===== config.mk =====
export PLATFORM = sky130hd
export DESIGN_NAME = calendar_clock_param
export DESIGN_NICKNAME = d
export VERILOG_FILES = /design/src/rtl/cal_pkg.sv /design/src/rtl/cal_days_in_month.sv /design/src/rtl/calendar_clock_param.sv
export SDC_FILE = /design/constraint.sdc
export NUM_CORES = 1
export LEC_CHECK = 0
export BUFFER_PORTS_ARGS = -buffer_cell sky130_fd_sc_hd__clkbuf_2
export CORE_ASPECT_RATIO = 0.7
export CORE_MARGIN = 5
export CORE_UTILIZATION = 30
export DETAILED_ROUTE_END_ITERATION = 10
export GPL_ROUTABILITY_DRIVEN = 0
export SETUP_SLACK_MARGIN = 0.15
export SYNTH_ARGS = -nofsm -noshare
export SYNTH_HDL_FRONTEND = slang
export SYNTH_HIERARCHICAL = 1
export SYNTH_SLANG_ARGS = --single-unit

===== constraint.sdc =====
create_clock -name secclk -period 16.9 [get_ports secclk]
set_input_delay 0.845 -clock secclk [delete_from_list [all_inputs] [get_ports secclk]]
set_output_delay 0.845 -clock secclk [all_outputs]
set_load 0.005 [all_outputs]

===== src/rtl/cal_pkg.sv =====
// Shared field widths, month-length table and leap-year rule for the calendar clock.
package cal_pkg;

    localparam int MONTH_W = 4;
    localparam int DAY_W   = 5;
    localparam int HOUR_W  = 5;
    localparam int MIN_W   = 6;
    localparam int SEC_W   = 6;
    localparam int WEEK_W  = 3;

    // Index 0 is January; February holds its common-year length.
    localparam logic [DAY_W-1:0] MONTH_DAYS [12] = '{
        5'd31, 5'd28, 5'd31, 5'd30, 5'd31, 5'd30,
        5'd31, 5'd31, 5'd30, 5'd31, 5'd30, 5'd31
    };

    function automatic logic is_leap(input logic [31:0] y);
        return ((y % 32'd4) == 32'd0) &&
               (((y % 32'd100) != 32'd0) || ((y % 32'd400) == 32'd0));
    endfunction

endpackage


===== src/rtl/cal_days_in_month.sv =====
// Combinational month length lookup: year + month -> 28..31.
module cal_days_in_month
    import cal_pkg::*;
#(
    parameter int YEAR_W = 16
) (
    input  logic [YEAR_W-1:0]  year,
    input  logic [MONTH_W-1:0] month,
    output logic [DAY_W-1:0]   days
);

    // Out-of-range months report 31; callers reject such months separately.
    always_comb begin
        days = 5'd31;
        if (month >= 4'd1 && month <= 4'd12) begin
            days = MONTH_DAYS[month - 4'd1];
            if (month == 4'd2 && is_leap(32'(year))) begin
                days = 5'd29;
            end
        end
    end

endmodule


===== src/rtl/calendar_clock_param.sv =====
// Parametrised seconds/calendar counter with prescaler, validated load and strobes.
// Optional alarm strobe is built when CAL_ALARM_EN is defined.
module calendar_clock_param
    import cal_pkg::*;
#(
    parameter int TICKS_PER_SEC = 1,
    parameter int YEAR_W        = 16,
    parameter int YEAR_MIN      = 2000,
    parameter int YEAR_MAX      = 2099,
    parameter int INIT_YEAR     = 2023,
    parameter int INIT_MONTH    = 5,
    parameter int INIT_DAY      = 9,
    parameter int INIT_HOUR     = 11,
    parameter int INIT_MIN      = 59,
    parameter int INIT_SEC      = 58,
    parameter int INIT_WEEK     = 2
) (
    input  logic                secclk,
    input  logic                rst,
    input  logic                tick_en,
    input  logic                set_valid,
    output logic                set_ready,
    input  logic [YEAR_W-1:0]   set_year,
    input  logic [MONTH_W-1:0]  set_month,
    input  logic [DAY_W-1:0]    set_day,
    input  logic [HOUR_W-1:0]   set_hour,
    input  logic [MIN_W-1:0]    set_min,
    input  logic [SEC_W-1:0]    set_sec,
    input  logic [WEEK_W-1:0]   set_week,
    output logic                set_err,
    input  logic                mode12,
`ifdef CAL_ALARM_EN
    input  logic                alarm_on,
    input  logic [HOUR_W-1:0]   alarm_hour,
    input  logic [MIN_W-1:0]    alarm_min,
    output logic                alarm_stb,
`endif
    output logic [YEAR_W-1:0]   year,
    output logic [MONTH_W-1:0]  month,
    output logic [DAY_W-1:0]    day,
    output logic [HOUR_W-1:0]   hour,
    output logic [MIN_W-1:0]    minute,
    output logic [SEC_W-1:0]    second,
    output logic [WEEK_W-1:0]   week,
    output logic [HOUR_W-1:0]   hour_disp,
    output logic                pm,
    output logic                sec_stb,
    output logic                min_stb,
    output logic                day_stb
);

    localparam int PW = (TICKS_PER_SEC > 1) ? $clog2(TICKS_PER_SEC) : 1;
    localparam logic [PW-1:0]     PRESC_LAST = PW'(TICKS_PER_SEC - 1);
    localparam logic [YEAR_W-1:0] YMIN = YEAR_W'(YEAR_MIN);
    localparam logic [YEAR_W-1:0] YMAX = YEAR_W'(YEAR_MAX);

    logic [PW-1:0]      presc;
    logic               sec_evt;
    logic               load_req;
    logic               set_ok;
    logic [DAY_W-1:0]   cur_dim;
    logic [DAY_W-1:0]   set_dim;
    logic               c_min, c_hour, c_day, c_mon, c_year;
    logic [YEAR_W-1:0]  n_year;
    logic [MONTH_W-1:0] n_month;
    logic [DAY_W-1:0]   n_day;
    logic [HOUR_W-1:0]  n_hour;
    logic [MIN_W-1:0]   n_min;
    logic [SEC_W-1:0]   n_sec;
    logic [WEEK_W-1:0]  n_week;

    cal_days_in_month #(.YEAR_W(YEAR_W)) u_dim_cur (
        .year  (year),
        .month (month),
        .days  (cur_dim)
    );

    cal_days_in_month #(.YEAR_W(YEAR_W)) u_dim_set (
        .year  (set_year),
        .month (set_month),
        .days  (set_dim)
    );

    assign set_ready = 1'b1;
    assign load_req  = set_valid && set_ready;
    assign sec_evt   = tick_en && (presc == PRESC_LAST);

    assign set_ok = (set_month >= 4'd1) && (set_month <= 4'd12) &&
                    (set_day >= 5'd1) && (set_day <= set_dim) &&
                    (set_hour <= 5'd23) && (set_min <= 6'd59) && (set_sec <= 6'd59) &&
                    (set_week >= 3'd1) && (set_week <= 3'd7) &&
                    (set_year >= YMIN) && (set_year <= YMAX);

    // Carry chain: every field's next value is formed from the same current snapshot.
    assign c_min  = (second == 6'd59);
    assign c_hour = c_min && (minute == 6'd59);
    assign c_day  = c_hour && (hour == 5'd23);
    assign c_mon  = c_day && (day == cur_dim);
    assign c_year = c_mon && (month == 4'd12);

    always_comb begin
        n_sec   = c_min ? '0 : second + 1'b1;
        n_min   = minute;
        n_hour  = hour;
        n_day   = day;
        n_week  = week;
        n_month = month;
        n_year  = year;
        if (c_min)  n_min  = (minute == 6'd59) ? '0 : minute + 1'b1;
        if (c_hour) n_hour = (hour == 5'd23) ? '0 : hour + 1'b1;
        if (c_day) begin
            n_week = (week == 3'd7) ? 3'd1 : week + 1'b1;
            n_day  = c_mon ? 5'd1 : day + 1'b1;
        end
        if (c_mon)  n_month = c_year ? 4'd1 : month + 1'b1;
        if (c_year) n_year  = (year == YMAX) ? YMIN : year + 1'b1;
    end

    always_ff @(posedge secclk or posedge rst) begin
        if (rst) begin
            presc   <= '0;
            year    <= YEAR_W'(INIT_YEAR);
            month   <= MONTH_W'(INIT_MONTH);
            day     <= DAY_W'(INIT_DAY);
            hour    <= HOUR_W'(INIT_HOUR);
            minute  <= MIN_W'(INIT_MIN);
            second  <= SEC_W'(INIT_SEC);
            week    <= WEEK_W'(INIT_WEEK);
            sec_stb <= 1'b0;
            min_stb <= 1'b0;
            day_stb <= 1'b0;
            set_err <= 1'b0;
        end else begin
            sec_stb <= 1'b0;
            min_stb <= 1'b0;
            day_stb <= 1'b0;
            set_err <= 1'b0;
            // Any load request takes the edge; a coincident tick is dropped.
            if (load_req) begin
                if (set_ok) begin
                    presc  <= '0;
                    year   <= set_year;
                    month  <= set_month;
                    day    <= set_day;
                    hour   <= set_hour;
                    minute <= set_min;
                    second <= set_sec;
                    week   <= set_week;
                end else begin
                    set_err <= 1'b1;
                end
            end else if (tick_en) begin
                presc <= sec_evt ? '0 : presc + 1'b1;
                if (sec_evt) begin
                    year    <= n_year;
                    month   <= n_month;
                    day     <= n_day;
                    hour    <= n_hour;
                    minute  <= n_min;
                    second  <= n_sec;
                    week    <= n_week;
                    sec_stb <= 1'b1;
                    min_stb <= c_min;
                    day_stb <= c_day;
                end
            end
        end
    end

`ifdef CAL_ALARM_EN
    always_ff @(posedge secclk or posedge rst) begin
        if (rst) begin
            alarm_stb <= 1'b0;
        end else begin
            alarm_stb <= !load_req && sec_evt && alarm_on &&
                         (n_hour == alarm_hour) && (n_min == alarm_min) && (n_sec == '0);
        end
    end
`endif

    always_comb begin
        hour_disp = hour;
        if (mode12) begin
            if (hour == 5'd0)       hour_disp = 5'd12;
            else if (hour > 5'd12)  hour_disp = hour - 5'd12;
        end
    end

    assign pm = (hour >= 5'd12);

endmodule


==> results by group <==
Outcome
  – Status: finished, final reports clean

Global route
  – Vias in the first global route: 7963
  – Total GRT Usage: 16.17%
  – Pin count of the biggest net entering global routing: 60
  – Initial antenna violation count: 1
  – Global route overflow: 0
  – First-pass GRT wire length: 43.36 mm

Timing
  – Setup TNS: 0 ns
  – Tcrit/Tclk final: 58.65%
  – Worst hold slack: 0.5156 ns
  – Slew @ Worst Pin: 0.9379 ns
  – Min Tclk post-route: 9.912 ns
  – Worst Clk Skew: 0.01021 ns
  – Final worst slack: 6.988 ns
  – Relative max-transition margin: 36.68%
  – Final setup viols: 0
  – RSZ-0062 raised after global routing: no
  – Max Clk Rate: 0.1009 GHz
  – Final Hold Vio Count: 0
  – Max-slew violations: 0

Clock network
  – Post-cts gate resize count: 0
  – TritonCTS buffer count: 5
  – Hold-fix buffers at CTS: 0
  – CTS tree: built
  – CTS max path bufs: 2
  – CTS sink cnt: 50
  – Clock-pin slew on the worst setup and hold paths: 0.08 ns
  – H-tree Lvls: 2
  – Post-CTS Setup Bufs: 0
  – Worst-skew pair later-pin latency: 0.30 ns
  – Clk root buf: clkbuf_16

Placement
  – Dpl cells: 1479
  – Post-DP Area: 9094 um2
  – Placed wire-length estimate: 20.44 mm
  – Worst slack at placement: 6.725 ns
  – I/O Buffers: 104

Setup path
  – Crit path largest cell delay: 0.76 ns
  – Critical-path top delay cell: and3_1
  – CP top delay family: compound AO/OA/AOI/OAI gates
  – Critical path data required time: 17.12 ns
  – Crit. End Element: flip-flop
  – Crit-path max FO: 17
  – Worst setup SP type: input port
  – CP Buf/Inv Count: 3
  – Critical path class: input port to flip-flop
  – Critical Path Most Common Cell: a31oi_1
  – CP Data Arrival Time: 10.13 ns

Die
  – Area of the die: 31900 um2
  – Io pins: 106
  – Die Y: 150.9 um
  – Rows: 51
  – Width of the die: 211.3 um
  – Initial Util: 30.52%
  – Core Region: 27890 um2

Drt
  – WL final: 26.56 mm
  – TritonRoute pass-1 iters: 5
  – Met2 routed WL: 10.92 mm
  – ANT nets after route: 0
  – Avg WL per Cell: 17.85 um
  – Vias/cell: 5.843
  – Via count: 8694
  – Met3 wire length: 1.763 mm
  – M1 wire length: 13.62 mm
  – DRC viols: 0
  – Detailed Route Iter0 Violations: 707
  – Max layer used: met5

Job
  – Maxcap violations: 0

Yosys
  – Post-synthesis sequential area ratio: 15.08%
  – Seq cells post-synth: 50
  – Post-synthesis cell count: 1046
  – Synthesized cell area: 8512 um2
  – Post-synth EDFFs: 0
  – Synth cell types: 125
  – Average size of a mapped cell: 8.138 um2
  – Synth Warn #: 6
  – Async set-reset flop share out of synthesis: 100.0%
  – Main synth FF type: dfstp_2

Cells and area
  – Area occupied by multi-input gates: 6593 um2
  – Final net count: 1185
  – Fillers: 2918
  – Layout area overhead: 8.893%
  – Layout Cells excl Fill: 1488
  – Register area: 1284 um2
  – Layout cell share with drive strength beyond 1: 27.78%
  – Post-route cell area: 9269 um2

Pwr
  – PwrDens: 81.26 nW/um2
  – Leak: 3.679 nW
  – Maximum vdd ir drop: 42.85 uV

Min path
  – Worst Hold Class: flip-flop to flip-flop
cell type report:
type,instances,area share (%)
clock inverter,3,0.5130
inverter,50,2.025
tap,371,5.008
clock buffer,5,1.350
sequential,50,13.85
multi-input combinational,898,71.13
timing repair buffer,110,6.102
antenna,1,0.02700
stage by stage:
step	util [%]	total power (W)
after floorplan	-	0.0005323
after CTS	33.23	0.0007500
after global routing	33.23	0.0008117
after detailed placement	32.61	0.0006235
after global placement	32.61	0.0006200
final	33.24	0.0007532
synthesized netlist by cell type, drive strengths merged (12+ instances only):
master  instances  area, um2
a21oi          77      419.2
dfrtp          24      600.6
and3           21      148.9
nor4           18      148.9
xnor2          32      385.4
nand2          93      374.1
nor2           81      334.1
o21ai          65      329.1
dfstp          26      683.2
o31ai          17      185.2
a21o           21      170.2
o211ai         26      247.7
buf            30      241.5
a31oi          21      161.4
a211oi         14      135.1
nor3           31      197.7
mux2i          27      270.3
nand3          53      290.3
nand4          18      131.4
ha             20      250.2
or2            13      81.33
clkbuf         20      156.4
a211o          12      112.6
inv            50      187.7
or3            12      77.57
state kept, by name (all words and copies together), names as in the netlist, 3 cells and up:
register	count
year	16
minute	6
second	6
day	5
hour	5
month	4
week	3
cells in the final DEF, fill, tap and decap left out, types with 10 or more instances in the layout:
cell and instances:
a21o_2 10, xnor2_1 24, nand4_1 15, nor4_1 15, a31oi_1 19, mux2i_1 27, a21o_1 11, nand3b_1 10
o21ai_0 47, or3_1 10, a21oi_1 68, o211ai_1 19, o22ai_1 10, dfrtp_1 24, o21ai_1 17, nor3_1 25
inv_1 45, and3_1 13, dfstp_2 26, nand2_1 87, or2_2 12, clkbuf_2 104, nor2_1 75, nand3_1 51
ha_1 20
tightest hold or removal path: stages (launching register included):
cell and delay (ns):
dfrtp_1 0.36, inv_1 0.07, a211oi_1 0.05
where the power goes:
| group | internal, W | switching [W] |
|---|---|---|
| registers | 0.000136 | 0.0000217 |
| logic | 0.000195 | 0.000278 |
| clock network | 0.0000709 | 0.0000519 |
| total | 0.000402 | 0.000351 |
worst paths after layout:
check	from	endpoint	slack [ns]	cells after the start
max	set_year[12]	week[0]$_DFFE_PP0P_	6.99	32
min	presc$_DFFE_PP0P_	presc$_DFFE_PP0P_	0.52	2
max reg2reg	year[13]$_DFFE_PP0P_	year[10]$_DFFE_PP1P_	7.48	31
min reg2reg	presc$_DFFE_PP0P_	presc$_DFFE_PP0P_	0.52	2
max in group asynchronous	rst	year[13]$_DFFE_PP0P_	15.71	3
min in group asynchronous	rst	hour[4]$_DFFE_PP0P_	0.73	3
per-layer routing:
layer  GRT usage, %  vias to the layer above
li1               -                     4217
met1          25.33                     4147
met2          23.72                      308
met3          2.484                       20
met4          2.253                        2
met5              0                        -
cells by family (layout without fill, tap and decap cells):
family	after synthesis	in the layout	synth area share (%)
other cells	3	8	0.1323
flops	50	50	15.08
mux	34	34	4.145
xor+xnor	36	36	4.939
buf+inv	102	168	7.644
simple gates	409	409	27.43
fa+ha+maj	30	30	4.175
compound gates	382	382	36.45
No activity file was read; power rests on OpenSTA's default activity.
